<file path="config.mk">
export PLATFORM = sky130hd
export DESIGN_NAME = apb3_slave_regfile
export DESIGN_NICKNAME = d
export VERILOG_FILES = /design/src/rtl/apb3_pkg.sv /design/src/rtl/apb3_addr_decode.sv /design/src/rtl/apb3_slave_regfile.sv
export SDC_FILE = /design/constraint.sdc
export NUM_CORES = 1
export LEC_CHECK = 0
export ABC_AREA = 1
export BUFFER_PORTS_ARGS = -buffer_cell sky130_fd_sc_hd__buf_4
export CAP_MARGIN = 30
export CORE_AREA = 3 3 248 250
export CTS_CLUSTER_SIZE = 24
export DETAILED_ROUTE_END_ITERATION = 12
export DIE_AREA = 0 0 251 253
export PLACE_DENSITY = 0.67
export SYNTH_ARGS = -nofsm -noshare
export SYNTH_HDL_FRONTEND = slang
export SYNTH_SLANG_ARGS = --single-unit
</file>
<file path="constraint.sdc">
create_clock -name PCLK -period 2.62 [get_ports PCLK]
set_input_delay 0.262 -clock PCLK [delete_from_list [all_inputs] [get_ports PCLK]]
set_output_delay 0.262 -clock PCLK [all_outputs]
set_load 0.01 [all_outputs]
</file>
<file path="src/rtl/apb3_pkg.sv">
// Shared APB3 completer definitions: FSM states, decode error causes, ID register constants.
package apb3_pkg;

    localparam int unsigned DATA_W = 32;

    typedef enum logic {
        ST_IDLE   = 1'b0,
        ST_ACCESS = 1'b1
    } apb_state_e;

    typedef enum logic [1:0] {
        ERR_NONE  = 2'd0,
        ERR_ALIGN = 2'd1,
        ERR_RANGE = 2'd2,
        ERR_RO    = 2'd3
    } apb_err_e;

    localparam int unsigned      ID_REG_IDX       = 0;
    localparam logic [DATA_W-1:0] DEFAULT_ID_VALUE = 32'hA9B3_0001;

endpackage

</file>
<file path="src/rtl/apb3_addr_decode.sv">
// Combinational APB3 address decode: word index plus error cause for a register bank.
module apb3_addr_decode
    import apb3_pkg::*;
#(
    parameter  int unsigned NUM_REGS = 16,
    localparam int unsigned IDX_W    = $clog2(NUM_REGS)
) (
    input  logic [31:0]      paddr_i,
    input  logic             pwrite_i,
    output logic [IDX_W-1:0] idx_o,
    output apb_err_e         err_o
);

    logic [31:0] word_idx_c;

    assign word_idx_c = {2'b00, paddr_i[31:2]};
    assign idx_o      = paddr_i[IDX_W+1:2];

    // Error priority: misalignment, then out-of-range index, then write to the read-only ID register.
    always_comb begin
        err_o = ERR_NONE;
        if (paddr_i[1:0] != 2'b00) begin
            err_o = ERR_ALIGN;
        end else if (word_idx_c >= NUM_REGS) begin
            err_o = ERR_RANGE;
        end else if (pwrite_i && (word_idx_c == ID_REG_IDX)) begin
            err_o = ERR_RO;
        end
    end

endmodule

</file>
<file path="src/rtl/apb3_slave_regfile.sv">
// APB3 completer exposing a bank of 32-bit control registers; register 0 is a constant ID.
// Optional wait-state counter is built only when APB3_SLV_WAIT_EN is defined; otherwise
// every transfer completes on its first access cycle.
module apb3_slave_regfile
    import apb3_pkg::*;
#(
    parameter int unsigned NUM_REGS    = 16,
    parameter int unsigned WAIT_CYCLES = 2,
    parameter logic [31:0] ID_VALUE    = DEFAULT_ID_VALUE
) (
    input  logic                     PCLK,
    input  logic                     PRESET,
    input  logic                     PSELx,
    input  logic                     PENABLE,
    input  logic                     PWRITE,
    input  logic [31:0]              PADDR,
    input  logic [31:0]              PWDATA,
    output logic [31:0]              PRDATA,
    output logic                     PREADY,
    output logic                     PSLVERR,
    output logic [32*NUM_REGS-1:0]   regs_q,
    output logic [NUM_REGS-1:0]      wr_strobe
);

    localparam int unsigned IDX_W = $clog2(NUM_REGS);

    if ((NUM_REGS < 2) || (NUM_REGS > 256) || (WAIT_CYCLES > 15)) begin : g_bad_params
        $error("apb3_slave_regfile: parameter out of legal range");
    end

    apb_state_e          state_q;
    logic [IDX_W-1:0]    idx_q;
    logic                write_q;
    logic [31:0]         wdata_q;
    logic                err_q;
    logic [NUM_REGS-1:0] strobe_q;
    logic [31:0]         reg_mem_q [NUM_REGS];

    logic [IDX_W-1:0]    dec_idx_c;
    apb_err_e            dec_err_c;
    logic                setup_acc_c;
    logic                wait_done_c;
    logic                pready_c;
    logic [31:0]         rd_word_c;

    apb3_addr_decode #(
        .NUM_REGS (NUM_REGS)
    ) u_decode (
        .paddr_i  (PADDR),
        .pwrite_i (PWRITE),
        .idx_o    (dec_idx_c),
        .err_o    (dec_err_c)
    );

    assign setup_acc_c = (state_q == ST_IDLE) && PSELx && !PENABLE;

`ifdef APB3_SLV_WAIT_EN
    logic [3:0] wait_q;

    // Wait-state counter: loaded at setup, counts down through the access phase, cleared on abort.
    always_ff @(posedge PCLK) begin
        if (PRESET) begin
            wait_q <= '0;
        end else if (setup_acc_c) begin
            wait_q <= 4'(WAIT_CYCLES);
        end else if ((state_q == ST_ACCESS) && !PSELx) begin
            wait_q <= '0;
        end else if (wait_q != 4'd0) begin
            wait_q <= wait_q - 4'd1;
        end
    end

    assign wait_done_c = (wait_q == 4'd0);
`else
    assign wait_done_c = 1'b1;
`endif

    // Bus FSM: latch setup phase, complete or abort the access phase, commit legal writes.
    always_ff @(posedge PCLK) begin
        if (PRESET) begin
            state_q  <= ST_IDLE;
            idx_q    <= '0;
            write_q  <= 1'b0;
            wdata_q  <= '0;
            err_q    <= 1'b0;
            strobe_q <= '0;
            for (int i = 0; i < int'(NUM_REGS); i++) begin
                reg_mem_q[i] <= '0;
            end
        end else begin
            strobe_q <= '0;
            case (state_q)
                ST_IDLE: begin
                    if (setup_acc_c) begin
                        idx_q   <= dec_idx_c;
                        write_q <= PWRITE;
                        wdata_q <= PWDATA;
                        err_q   <= (dec_err_c != ERR_NONE);
                        state_q <= ST_ACCESS;
                    end
                end
                ST_ACCESS: begin
                    if (!PSELx) begin
                        state_q <= ST_IDLE;
                    end else if (pready_c && PENABLE) begin
                        state_q <= ST_IDLE;
                        if (write_q && !err_q) begin
                            reg_mem_q[idx_q] <= wdata_q;
                            strobe_q[idx_q]  <= 1'b1;
                        end
                    end
                end
                default: state_q <= ST_IDLE;
            endcase
        end
    end

    // Flat register view; slice 0 is the constant ID.
    assign regs_q[31:0] = ID_VALUE;
    for (genvar gi = 1; gi < NUM_REGS; gi++) begin : g_flat
        assign regs_q[32*gi +: 32] = reg_mem_q[gi];
    end

    // Bus responses decoded from registered state only.
    assign rd_word_c = regs_q[{idx_q, 5'd0} +: 32];
    assign pready_c  = (state_q == ST_ACCESS) && wait_done_c;
    assign PREADY    = pready_c;
    assign PSLVERR   = pready_c && err_q;
    assign PRDATA    = (pready_c && !err_q && !write_q) ? rd_word_c : 32'd0;
    assign wr_strobe = strobe_q;

endmodule

</file>
Yosys cells after proc, flatten, opt, wreduce, memory -nomap -nowiden
Memories as Yosys holds them, arrays and structs flattened. Index checks and enable logic that the tools add are counted.

Latch bits: 0. Input port bits: 69. Memory bits (writable): 512. Memories: 1. Memory bits (read-only): 0. Register bits after elaboration: 55. Output and inout port bits: 562. Word-level logic and storage cells: 54.

Memory list: reg_mem_q (depth 16, width 32, rd ports 15, clocked after Yosys merged registers in 0, wr ports 16, line apb3_slave_regfile.sv:37) `logic [31:0] reg_mem_q [NUM_REGS];`.

Bitwise gates (word level): 4. Reduce and logical (&&, ||, !) cells: 18. Eq/ne operators: 0. Muxes and demuxes: 21. Shift operators: 1. $lt $le $gt $ge: 3. Multipliers: 0. Add/sub/neg operators: 0. Divide/modulo/power cells: 0.

Operator list (count): 512-bit by 10-bit indexed part select with 32-bit output (1); 32-bit two-way mux (2); 32-bit zero test (1); 32-bit OR reduction (1); 30-bit by 5-bit >= comparator with 1-bit output (second input constant) (1); 1-bit two-way mux (13); 1-bit logical AND (9); 2-bit two-way mux (3); 4-bit by 5-bit less-than comparator with 1-bit output (second input constant) (1); 5-bit OR reduction (1); 1-bit demux with 4-bit select (1); 4-bit by 1-bit >= comparator with 1-bit output (second input constant) (1); 4-bit two-way mux (1); 1-bit inverter (4); 2-bit nonzero test (2); 1-bit zero test (3); 1-bit one-hot mux with 2 select lines (1); 2-bit AND reduction (1).

Longest topological paths before layout
Word-level depth: 10. Mapped depth: 12. Gate-level depth less buffers: 9.

Cells and area by module
Synthesis repeated with hierarchy kept, for this count alone.

Cells, all modules: 2732. Area total of the unflattened synthesis: 24462.2 um^2.

Modules (own cells, without submodules): apb3_slave_regfile (cells each 2693, times used 1, sequential area each 15514.9 um^2, area an instance 24294.6 um^2); apb3_addr_decode (cells each 39, times used 1, sequential area each 0.0 um^2, area an instance 167.7 um^2).

Least setup slack after synthesis
No wires, ideal clock.

Path type: register to register. Start point: register state_q, in the netlist PREADY. End point: memory reg_mem_q[11][0], enable pin. Slack: 216 ps. Arrival time: 2014 ps. Data required time: 2231 ps. Buffers on the path: 1. Library setup time: 389 ps. Cell stages (with the launch flop): 8. Period minus slack after synthesis: 2404 ps. Path through: dfxtp_1 nand2_1 nor3_2 nand3_2 nor2_4 nand2_2 buf_6 nand2_1.

RTL lines: start, declared (line apb3_slave_regfile.sv:31) `apb_state_e state_q;`; start signal, assigned (line apb3_slave_regfile.sv:81) `state_q <= ST_IDLE;`; start signal, assigned (line apb3_slave_regfile.sv:99) `state_q <= ST_ACCESS;`; start signal, assigned (line apb3_slave_regfile.sv:104) `state_q <= ST_IDLE;`; end, declared (line apb3_slave_regfile.sv:37).

Worst setup path after layout
Start point: register idx_q[0]. End point: output port PRDATA[12].

Longest elaborated chain between the ends: 2.

Ends and longest elaborated chain: start, declared (line apb3_slave_regfile.sv:32) `logic [IDX_W-1:0] idx_q;`; start signal, assigned (line apb3_slave_regfile.sv:95) `idx_q <= dec_idx_c;`; 512-bit by 10-bit indexed part select with 32-bit output (line apb3_slave_regfile.sv:125) `assign rd_word_c = regs_q[{idx_q, 5'd0} +: 32];`; 32-bit two-way mux (line apb3_slave_regfile.sv:129) `assign PRDATA = (pready_c && !err_q && !write_q) ? rd_word_c : 32'd0;`; end, declared (line apb3_slave_regfile.sv:18) `output logic [31:0] PRDATA,`.

Every way passes these cells.

==> results.json <==
{
  "maxCapViolCount": 0,
  "crit_fanout": 15,
  "critical_path_class": "register to output pin",
  "switchingPower_mw": 5.338,
  "drc": 0,
  "max_stage_delay_ns": 0.39,
  "hold_viol": 0,
  "io_pins": 631,
  "cts.sinks": 535,
  "ys.flop_type": "edfxtp_1",
  "antennaDiodeCount": 0,
  "cp_data_required_time_ns": 2.36,
  "finalCoreUtilization_pct": 55.44,
  "grt_overflow_total": 0,
  "syn_inst": 2732,
  "via_per_inst": 5.182,
  "grt_pass1_vias": 20710,
  "period_minus_slack_ns": 2.619,
  "maxSlewViolCount": 0,
  "reg2reg_to": "reg_mem_q[8][4]$_SDFFCE_PN0P_",
  "start_util_pct": 41.47,
  "fp.dieH_microns": 253,
  "synth_edf_count": 480,
  "wl_per_cell_microns": 24.99,
  "postPlaceCellArea_sq_um": 29740,
  "hold_depth": 7,
  "status": "finished clean",
  "rr_worst_depth": 9,
  "whs_ns": 0.1143,
  "avgSynthCellArea_sq_um": 8.992,
  "root_buffer": "clkbuf_16",
  "synth_area_leaders": "edfxtp_1 (59%), nand2_1 (17%), nor2_1 (8.7%)",
  "cts_buffer_depth": 3,
  "worstPathArrival_ns": 2.36,
  "ys_ff_latch": 535,
  "grt_max_degree": 54,
  "insertion_delay_ns": 0.61,
  "relSlewSlack_pct": 46.00,
  "post-route-period-util_pct": 99.98,
  "power_frac_comb_pct": 13.3,
  "fin_nets": 3419,
  "design_area_sq_um": 32840,
  "grt_pass1_wl_microns": 143600,
  "h-tree-depth": 2,
  "synth.most_common_cell": "nand2_1",
  "yosysTopAreaCell": "edfxtp_1",
  "hold_path_startpoint": "PADDR[19]",
  "vias": 21600,
  "synthTopCellsByCount": "nand2_1 (1141), nor2_1 (569), edfxtp_1 (480)",
  "finClkSkew_ns": 0.01403,
  "r2r-start": "idx_q[0]$_SDFFE_PP0P_",
  "worst_pin_slew_ns": 0.8091,
  "power_frac_clock_pct": 38.1,
  "powerDensity_nw_per_um2": 613.7,
  "dieArea_sq_um": 63500,
  "drtAntennaViolNets": 0,
  "rsz0062_at_grt": "true",
  "clk_pin_slew_worst_paths_ns": 0.06,
  "seq_power_share_pct": 48.6,
  "drive_above_1_share_pct": 25.74,
  "synthesis.area_sq_um": 24570,
  "setup-tns-final_ns": 0,
  "crit_path_frequent_cell": "nand2_1",
  "switching_share_pct": 26.48,
  "async_flop_share_pct": 0,
  "report.final.setup_viol": 0,
  "hpwl_microns": 70860,
  "wirelength_microns": 104200,
  "area_growth_pct": 33.69,
  "hold_path.class": "primary input to register",
  "critical_path.cell_chain": "buf_12 > clkinv_16 > buf_6 > nand2_1 > nand2_1 > nand2_1 > nand2_1 > nand2_1 > nand2_1 > nor2_4 > nor2_1 > buf_4",
  "synth.distinct_cells": 23,
  "endpoint_kind": "output pin",
  "ys_seq_area_share_pct": 63.15,
  "finalPower_mw": 20.16,
  "core-area_sq_um": 59240,
  "vdd_drop_max_uv": 583.5,
  "cp-startpoint": "idx_q[0]$_SDFFE_PP0P_",
  "grtUsageTotal_pct": 31.01,
  "antenna_found_initial": 1,
  "internal_power_mw": 14.82,
  "r2r_setup_slack_ns": 0.42,
  "row_count": 89,
  "first_pass_iters": 5,
  "critPathLaunchType": "register",
  "die_x_microns": 251,
  "fmax_ghz": 0.3818,
  "io_buffers": 598,
  "drtIter0Drc": 1916,
  "numCtsBuffers": 56,
  "yosysWarnings": 0,
  "gp_congestion": 0.9220,
  "slowest_stage": "dfxtp_4",
  "tritoncts": "yes",
  "hold_path_end": "err_q$_SDFFE_PP0P_",
  "p_leak_nw": 14.75,
  "yosysTopAreaCellShare_pct": 58.67
}
[sequential cells by signal, summed over array words and instances (netlist names)]
name and count:
write_q 1, idx_q 4, wr_strobe 16, err_q 1, reg_mem_q 480, PREADY 1, wdata_q 32
[power groups by stage]
stage	logic, mW	registers (mW)	clock network, mW
floorplan	1.02	10.0	0
global placement	2.33	9.97	0
detailed placement	2.34	9.97	0
CTS	2.56	9.79	7.76
global route	2.85	9.82	8.09
finish	2.68	9.79	7.69
[cell families (layout without fill, tap and decap cells)]
kind of cell | Yosys count | count (layout) | share of synthesized area (%)
AOI/OAI and AO/OA | 76 | 76 | 1.548
buffers and inverters | 295 | 928 | 6.585
DFF | 535 | 535 | 63.15
other | 2 | 32 | 0.03057
and+or+nand+nor | 1824 | 1824 | 28.68
[layer usage]
metal	up-vias	share of wire, %	global-route usage [%]
met3	203	11	8.587
met1	10380	35	36.05
met4	0	4.3	12.10
met2	1168	50	54.59
met5	-	0	0
li1	9850	-	-
[cell type report]
cell class | count | area [sq um]
clock buffers | 73 | 1516
repair buffers | 746 | 6515
fillers | 5331 | 26400
clock inverters | 30 | 220.2
inverters | 76 | 321.6
well taps | 773 | 967.2
repair inverters | 3 | 36.28
multi-input cells | 1932 | 7745
flip-flops and latches | 535 | 15520
[layout by cell type (no fill, tap or decap), types with 32 or more instances in the layout]
master | Yosys | routed
nand3_1 | 88 | 85
conb_1 | 2 | 32
dfxtp_1 | 55 | 53
a21oi_1 | 39 | 39
inv_1 | 73 | 72
o21ai_0 | 37 | 37
buf_4 | 33 | 645
edfxtp_1 | 480 | 480
clkbuf_16 | 0 | 65
nand2_1 | 1141 | 1105
nor2_1 | 569 | 555
dlygate4sd3_1 | 0 | 39
nand2_2 | 14 | 50
[what timing repair did]
action / CTS / global route
cloned: 8 / 10
hold buffers: 39 / 0
buffers inserted: 20 / 2
endpoints found under the setup margin: 32 / 31
endpoints found under the hold margin: 38 / 0
gates resized for setup: 40 / 58
pin swaps: 3 / 2
[stage by stage]
| stage | setup slack, ns | instances |
|---|---|---|
| 2_1_floorplan | 0.2161 | 2762 |
| 3_3_place_gp | 0.3425 | 3987 |
| 3_5_place_dp | 0.3190 | 3987 |
| 4_1_cts | -0.008662 | 4157 |
| 5_1_grt | -0.1104 | 4168 |
| 6_report | 0.0005371 | 4168 |
[critical path, delay by kind of cell (launching register included)]
family	cells	cell delay (ns)
buffers and inverters	4	0.56
DFF	1	0.39
and+or+nand+nor	8	0.79
[how the worst max path moves through the flow]
stage,to,slack [ns],depth (start not counted)
2_1_floorplan,reg_mem_q[11][0]$_SDFFCE_PN0P_,0.22,7
3_3_place_gp,PRDATA[16],0.34,11
3_5_place_dp,PRDATA[16],0.32,11
4_1_cts,PRDATA[11],-0.009,11
5_1_grt,PRDATA[12],-0.11,11
6_report,PRDATA[12],0.0005,12
(Power assumes the default switching activity.)
